==> src/rtl/cla_pkg.sv <==
// cla_pkg: shared sizes and the registered G/P bundle of the first CLA stage
package cla_pkg;
  localparam int WIDTH = 32;
  localparam int GROUP_W = 8;
  localparam int N_GROUPS = 4;
  typedef struct packed {
    logic                c0;
    logic                sub;
    logic [N_GROUPS-1:0] gg;
    logic [N_GROUPS-1:0] gp;
    logic [WIDTH-1:0]    g;
    logic [WIDTH-1:0]    p;
  } gp_bundle_t;
endpackage

==> src/rtl/cla_group_gp.sv <==
// cla_group_gp: group generate/propagate over one GROUP_W-bit slice
module cla_group_gp
  import cla_pkg::*;
(
  input  logic [GROUP_W-1:0] i_g,
  input  logic [GROUP_W-1:0] i_p,
  output logic               o_gg,
  output logic               o_gp
);
  // ripple the generate from bit 0 upward so the top bit's term dominates
  always_comb begin
    o_gg = 1'b0;
    for (int i = 0; i < GROUP_W; i++) o_gg = i_g[i] | (i_p[i] & o_gg);
  end
  assign o_gp = &i_p;
endmodule

==> src/rtl/cla_gp_pipe_stage.sv <==
// cla_gp_pipe_stage: registered bit/group G-P stage with a 2-entry skid buffer
module cla_gp_pipe_stage
  import cla_pkg::*;
(
  input  logic                clk,
  input  logic                rst,
  input  logic                in_valid,
  output logic                in_ready,
  input  logic [WIDTH-1:0]    in_a,
  input  logic [WIDTH-1:0]    in_b,
  input  logic                in_sub,
  output logic                out_valid,
  input  logic                out_ready,
  output logic                out_c0,
  output logic [N_GROUPS-1:0] out_gg,
  output logic [N_GROUPS-1:0] out_gp,
  output logic [WIDTH-1:0]    out_g,
  output logic [WIDTH-1:0]    out_p,
  output logic                out_sub
);
  logic [WIDTH-1:0]    w_b, w_g, w_p;
  logic [N_GROUPS-1:0] w_gg, w_gp;
  gp_bundle_t          w_in, r_m, r_s;
  logic                r_m_v, r_s_v, w_in_xfer, w_m_load;
  assign w_b = in_sub ? ~in_b : in_b;
  assign w_g = in_a & w_b;
  assign w_p = in_a ^ w_b;
  genvar k;
  generate
    for (k = 0; k < N_GROUPS; k++) begin : g_grp
      cla_group_gp u_grp (
        .i_g  (w_g[k*GROUP_W +: GROUP_W]),
        .i_p  (w_p[k*GROUP_W +: GROUP_W]),
        .o_gg (w_gg[k]),
        .o_gp (w_gp[k])
      );
    end
  endgenerate
  assign w_in      = '{c0: in_sub, sub: in_sub, gg: w_gg, gp: w_gp, g: w_g, p: w_p};
  assign w_in_xfer = in_valid & ~r_s_v;
  assign w_m_load  = ~r_m_v | out_ready;
  // main register: refill from skid first so FIFO order is kept, else from input
  always_ff @(posedge clk or posedge rst) begin
    if (rst) begin
      r_m   <= '0;
      r_m_v <= 1'b0;
    end else if (w_m_load) begin
      r_m_v <= r_s_v | w_in_xfer;
      if (r_s_v) r_m <= r_s;
      else if (w_in_xfer) r_m <= w_in;
    end
  end
  // skid register: catches the input while main is stalled, drains when main frees
  always_ff @(posedge clk or posedge rst) begin
    if (rst) begin
      r_s   <= '0;
      r_s_v <= 1'b0;
    end else if (w_m_load) begin
      r_s_v <= 1'b0;
    end else if (w_in_xfer) begin
      r_s   <= w_in;
      r_s_v <= 1'b1;
    end
  end
  assign in_ready  = ~r_s_v;
  assign out_valid = r_m_v;
  assign out_c0    = r_m.c0;
  assign out_sub   = r_m.sub;
  assign out_gg    = r_m.gg;
  assign out_gp    = r_m.gp;
  assign out_g     = r_m.g;
  assign out_p     = r_m.p;
endmodule

==> config.mk <==
export PLATFORM = sky130hd
export DESIGN_NAME = cla_gp_pipe_stage
export DESIGN_NICKNAME = d
export VERILOG_FILES = /design/src/rtl/cla_pkg.sv /design/src/rtl/cla_group_gp.sv /design/src/rtl/cla_gp_pipe_stage.sv
export SDC_FILE = /design/constraint.sdc
export NUM_CORES = 1
export LEC_CHECK = 0
export CAP_MARGIN = 15
export CORE_MARGIN = 10
export CORE_UTILIZATION = 40
export CTS_CLUSTER_SIZE = 20
export DETAILED_ROUTE_END_ITERATION = 7
export HOLD_SLACK_MARGIN = 0.06
export SYNTH_ARGS = -nofsm -noshare
export SYNTH_HDL_FRONTEND = slang
export SYNTH_SLANG_ARGS = --single-unit
export TNS_END_PERCENT = 50
==> constraint.sdc <==
create_clock -name clk -period 15.2 [get_ports clk]
set_input_delay 3.04 -clock clk [delete_from_list [all_inputs] [get_ports clk]]
set_output_delay 3.04 -clock clk [all_outputs]
set_load 0.05 [all_outputs]
==> flow_metrics.py, run 1 <==
metrics = {
    "synth": {
        "avgSynthCellArea_um2": 9.626,
        "synth_top_area_share_pct": 51.58,
        "yosys_most_used_dff": "dfrtp_1",
        "ys_seq_area_share_pct": 51.58,
        "syn_area_mm2": 0.007181,
        "yosysMostFrequentCell": "nand2_1",
        "synth_nets": 847,
        "yosysTopAreaCell": "dfrtp_1",
        "syn_inst": 746,
        "synth.distinct_cells": 37,
        "synth-edff-count": 0,
        "yosys_register_bits": 148,
        "ys_top_cells_by_area": "dfrtp_1 52%, nand2_1 14%, mux2i_1 9.1%",
        "ys.warnings.count": 0,
        "synth.top_cells.by_count": "277 x nand2_1, 148 x dfrtp_1, 66 x o21ai_0",
        "async_flop_share_pct": 100.0,
    },
    "run": {
        "max-cap-violations": 0,
    },
    "final_layout": {
        "final_nets": 970,
        "area_growth_pct": 30.01,
        "fin_util_pct": 53.41,
        "antenna_cells": 0,
        "n_fill_cell": 1580,
        "drive_gt1_share_pct": 4.875,
    },
    "timing": {
        "layout_min_cycle_time_ns": 5.316,
        "max-slew-margin-rel_pct": 29.14,
        "max_freq_mhz": 188.1,
        "tightest_slew_ns": 1.063,
        "setup_viol": 0,
        "drv_slew": 0,
        "setup_tns_ns": 0,
        "rsz0062_at_grt": "false",
        "period_share_pct": 34.97,
        "setup_ws_ns": 9.884,
        "hold_slack_ns": 0.4718,
        "report.final.hold_viol_count": 0,
        "finClkSkew_ns": 0.01279,
    },
    "clocking": {
        "cts_tree": "built",
        "worstSkewPairLatency_ns": 0.42,
        "cts_buffers": 17,
        "clk_path_buf_depth": 2,
        "hold_buffers": 0,
        "htree_levels": 4,
        "clkSinkCount": 148,
        "post_cts_buffers": 0,
        "post_cts_resized": 0,
        "cts.clk_slew.worst_paths_ns": 0.07,
        "root_buffer": "clkbuf_16",
    },
    "worst_hold_path": {
        "holdPathEnd": "r_s[40]",
        "hold_path_startpoint": "r_s[40]",
        "hold_class": "reg -> reg",
        "worstHoldPathCells": 2,
    },
    "setup_path": {
        "cp-start-kind": "flop",
        "worstPathArrival_ns": 2.28,
        "crit_chain": "inv_1 > clkdlybuf4s50_1",
        "end_kind": "output pin",
        "worstPathRequired_ns": 12.16,
        "rr_endpoint": "out_gp[3]",
        "reg2reg_depth": 4,
        "reg2reg_setup_slack_ns": 12.68,
        "worstSetupPathType": "reg -> out",
        "cp_max_fo": 33,
        "r2r-start": "r_s_v",
        "slowest_delay_ns": 0.86,
        "worst_path_max_delay_cell": "clkdlybuf4s50_1",
    },
    "global_route": {
        "grt_max_degree": 137,
        "grt_use_total_pct": 16.09,
        "grt_pass1_vias": 5860,
        "grt_pass1_wl_mm": 31.22,
        "overflow": 0,
        "antenna_found_initial": 0,
    },
    "pwr": {
        "sw_frac_of_total_pct": 35.49,
        "seqPwrFrac_pct": 37.2,
        "p_sw_uw": 500.8,
        "leakagePower_uw": 0.004327,
        "comb_power_share_pct": 31.4,
        "intPower_uw": 910.1,
        "power.density_mw_per_mm2": 151.1,
        "ir_drop_mv": 0.08586,
        "clockPowerShare_pct": 31.4,
    },
    "placement": {
        "preCtsSetupSlack_ns": 9.739,
        "hpwl_mm": 12.82,
        "portBuffers": 144,
        "gp_congestion": 0.8347,
    },
    "floorplanning": {
        "fp-row-count": 48,
        "core_mm2": 0.01748,
        "die_h_um": 154.0,
        "io_pins": 145,
        "die_w_um": 154.0,
        "dieArea_mm2": 0.02371,
        "start_util_pct": 41.09,
    },
    "route": {
        "routedWlPerCell_um": 16.96,
        "wl_mm": 18.77,
        "final_antenna_net_count": 0,
        "dr.pass1.iters": 4,
        "vias": 5499,
        "drt_first_iter_violations": 301,
        "drc": 0,
        "viasPerCell": 4.967,
    },
    "outcome": {
        "status": "finished clean",
    },
}
==> layer usage <==
| metal | global-route usage, % | share of wire [%] |
|---|---|---|
| met2 | 27.02 | 49 |
| met3 | 4.547 | 5.6 |
| met5 | 0 | 0 |
| met1 | 19.51 | 44 |
| met4 | 4.903 | 1.1 |
==> per-stage QoR <==
step | instances | total power (uW) | area [um2]
detailed placement | 1074 | 977.6 | 8683
floorplan | 746 | 818.3 | 7181
global route | 1107 | 1489 | 9335
finish | 1107 | 1411 | 9335
global placement | 1074 | 966.8 | 8683
CTS | 1106 | 1426 | 9308
==> kinds of logic (layout without fill, tap and decap cells) <==
logic type / count (synthesis) / count (layout) / synth area share, %
adders and majority gates: 32 / 32 / 5.576
DFF: 148 / 148 / 51.58
and+or+nand+nor: 303 / 303 / 16.78
xor gates and xnor gates: 32 / 32 / 3.903
AOI/OAI and AO/OA: 118 / 118 / 9.218
muxes: 65 / 65 / 9.061
buffers and inverters: 48 / 184 / 3.886
==> how the worst max path moves through the flow <==
stage / from / end / slack (ns)
floorplan: rst / out_c0 / 8.18
global placement: in_sub / out_gg[0] / 9.84
detailed placement: in_sub / out_gg[0] / 9.74
CTS: r_s_v / in_ready / 9.88
global route: r_s_v / in_ready / 9.85
finish: r_s_v / in_ready / 9.88
==> registers in the layout (all words and copies together) (netlist names) <==
signal,cells
out_g,32
out_valid,1
out_p,32
out_c0,1
out_gp,4
r_s_v,1
out_gg,4
r_s,73
==> power groups by stage <==
stage               logic [uW]  registers (uW)  clock network, uW
floorplan                  153             666                  0
global placement           439             528                  0
detailed placement         446             532                  0
CTS                        448             526                453
global route               480             537                472
finish                     443             525                443
==> layout by cell type (no fill, tap or decap), types with 4 or more instances in the layout <==
| cell | n |
|---|---|
| a21o_1 | 4 |
| a21oi_1 | 10 |
| buf_4 | 4 |
| bufinv_16 | 4 |
| clkbuf_16 | 17 |
| clkdlybuf4s50_1 | 143 |
| clkinv_2 | 4 |
| dfrtp_1 | 147 |
| ha_1 | 32 |
| mux2i_1 | 65 |
| nand2_1 | 277 |
| nand3_1 | 5 |
| nor2_1 | 7 |
| o211ai_1 | 5 |
| o21a_1 | 7 |
| o21ai_0 | 66 |
| o21ai_1 | 14 |
| xor2_1 | 32 |
==> critical path, delay by kind of cell (launching register included) <==
family,cells,cell delay (ns)
buf+inv,2,1.12
flops,1,0.69
==> area by class of cell <==
class / count / area, um2 / area share [%]
Timing Repair Buffer: 149 / 1494 / 16.00
Tap cell: 225 / 281.5 / 3.016
Inverter: 3 / 16.27 / 0.1742
Sequential cell: 148 / 3707 / 39.71
Clock inverter: 13 / 181.4 / 1.943
Multi-Input combinational cell: 550 / 3212 / 34.41
Clock buffer: 19 / 442.9 / 4.745
No activity file was read; power rests on OpenSTA's default activity.
==> run 2, diff against run 1 <==
Clock period 15.2 ns to 4.9 ns, I/O delays scaled along.
==> flow_metrics.py, run 2 (same netlist as run 1, synthesis figures left out) <==
metrics = {
    "outcome": {
        "status": "finished clean",
    },
    "setup_path": {
        "worstPathArrival_ns": 2.15,
        "worstPathRequired_ns": 3.92,
        "cp-start-kind": "flop",
        "end_kind": "output pin",
        "critPathLaunch": "r_s_v",
        "r2r-start": "r_s_v",
        "cp_max_fo": 23,
        "worstSetupPathType": "reg -> out",
    },
    "pwr": {
        "power.density_mw_per_mm2": 456.5,
        "ir_drop_mv": 0.3094,
        "leakagePower_uw": 0.004312,
    },
    "final_layout": {
        "largest-register": "r_s",
        "area_growth_pct": 29.52,
        "fin_util_pct": 53.21,
        "mostFrequentLayoutCell": "nand2_1",
        "largest_reg_flops": 73,
        "drive_gt1_share_pct": 5.085,
        "final_nets": 973,
        "most-common-layout-cells": "277 x nand2_1, 147 x dfrtp_1, 143 x clkdlybuf4s50_1",
        "antenna_cells": 0,
    },
    "route": {
        "drt_first_iter_violations": 321,
        "routedWlPerCell_um": 16.49,
        "viasPerCell": 4.968,
        "vias": 5515,
        "wl_mm": 18.30,
        "dr.pass1.iters": 6,
        "drc": 0,
        "final_antenna_net_count": 0,
    },
    "floorplanning": {
        "start_util_pct": 41.09,
        "dieArea_mm2": 0.02371,
        "io_pins": 145,
        "die_h_um": 154.0,
        "core_mm2": 0.01748,
        "die_w_um": 154.0,
        "fp-row-count": 48,
    },
    "timing": {
        "setup_viol": 0,
        "report.final.hold_viol_count": 0,
        "tightest_slew_ns": 1.079,
        "period_share_pct": 63.83,
        "setup_tns_ns": 0,
        "max_freq_mhz": 319.7,
        "rsz0062_at_grt": "false",
        "drv_slew": 0,
        "finClkSkew_ns": 0.005200,
        "layout_min_cycle_time_ns": 3.127,
        "max-slew-margin-rel_pct": 28.04,
    },
    "run": {
        "max-cap-violations": 0,
    },
    "clocking": {
        "cts_buffers": 17,
        "cts_tree": "built",
        "clkSinkCount": 148,
        "htree_levels": 4,
        "root_buffer": "clkbuf_16",
        "post_cts_buffers": 0,
        "hold_buffers": 0,
        "clk_path_buf_depth": 2,
        "post_cts_resized": 0,
        "cts.clk_slew.worst_paths_ns": 0.06,
        "worstSkewPairLatency_ns": 0.41,
    },
    "global_route": {
        "overflow": 0,
        "grt_pass1_vias": 5759,
        "grt_use_total_pct": 15.47,
        "grt_pass1_wl_mm": 30.24,
        "grt_max_degree": 105,
        "antenna_found_initial": 1,
    },
    "placement": {
        "gp_congestion": 0.7818,
        "portBuffers": 144,
        "hpwl_mm": 12.80,
    },
    "worst_hold_path": {
        "hold_path_startpoint": "r_s[28]",
        "hold_class": "reg -> reg",
    },
}
[run 2: worst max-delay path, cell delays in order (launching register included)]
cell	delay [ns]
dfrtp_4	0.64
inv_1	0.23
clkdlybuf4s50_1	0.86
[run 2: power breakdown]
part | internal (uW) | total, uW | switching [uW]
clock network | 763 | 1250 | 491
logic | 482 | 1370 | 884
registers | 1480 | 1630 | 149
[run 2: metrics by stage]
stage / instances / hold slack, ns / setup slack (ns) / instance area [um2] / total power, uW
after floorplan: 746 / 0.4446 / 2.011 / 7184 / 2539
after global placement: 1078 / 0.4573 / 1.672 / 8725 / 2999
after detailed placement: 1078 / 0.4625 / 1.613 / 8725 / 3029
after CTS: 1110 / 0.4777 / 1.751 / 9300 / 4298
after global routing: 1110 / 0.4938 / 1.703 / 9300 / 4485
final: 1110 / 0.4724 / 1.773 / 9300 / 4246
[run 2: routing by layer]
layer | vias up | routed length [um] | GRT usage [%]
met5 | - | 0 | 0
met3 | 13 | 1023 | 5.021
li1 | 2728 | - | -
met2 | 121 | 8670 | 24.27
met4 | 0 | 118 | 3.329
met1 | 2653 | 8490 | 20.33
[run 2: layout make-up]
class | instances | area [um2]
fillers | 1581 | 8177
flip-flops and latches | 148 | 3707
multi-input cells | 550 | 3212
repair buffers | 152 | 1509
clock buffers | 24 | 501.7
well taps | 225 | 281.5
clock inverters | 8 | 73.82
inverters | 3 | 15.01
[run 2: path summary, 6_finish.rpt]
kind,slack [ns],cells after the start,end
setup / recovery,1.77,2,in_ready
hold / removal,0.47,2,r_s[28]
setup reg to reg,2.58,3,out_g[18]
hold reg to reg,0.47,2,r_s[28]
max in group asynchronous,3.34,3,r_s_v
min in group asynchronous,1.09,3,out_p[26]
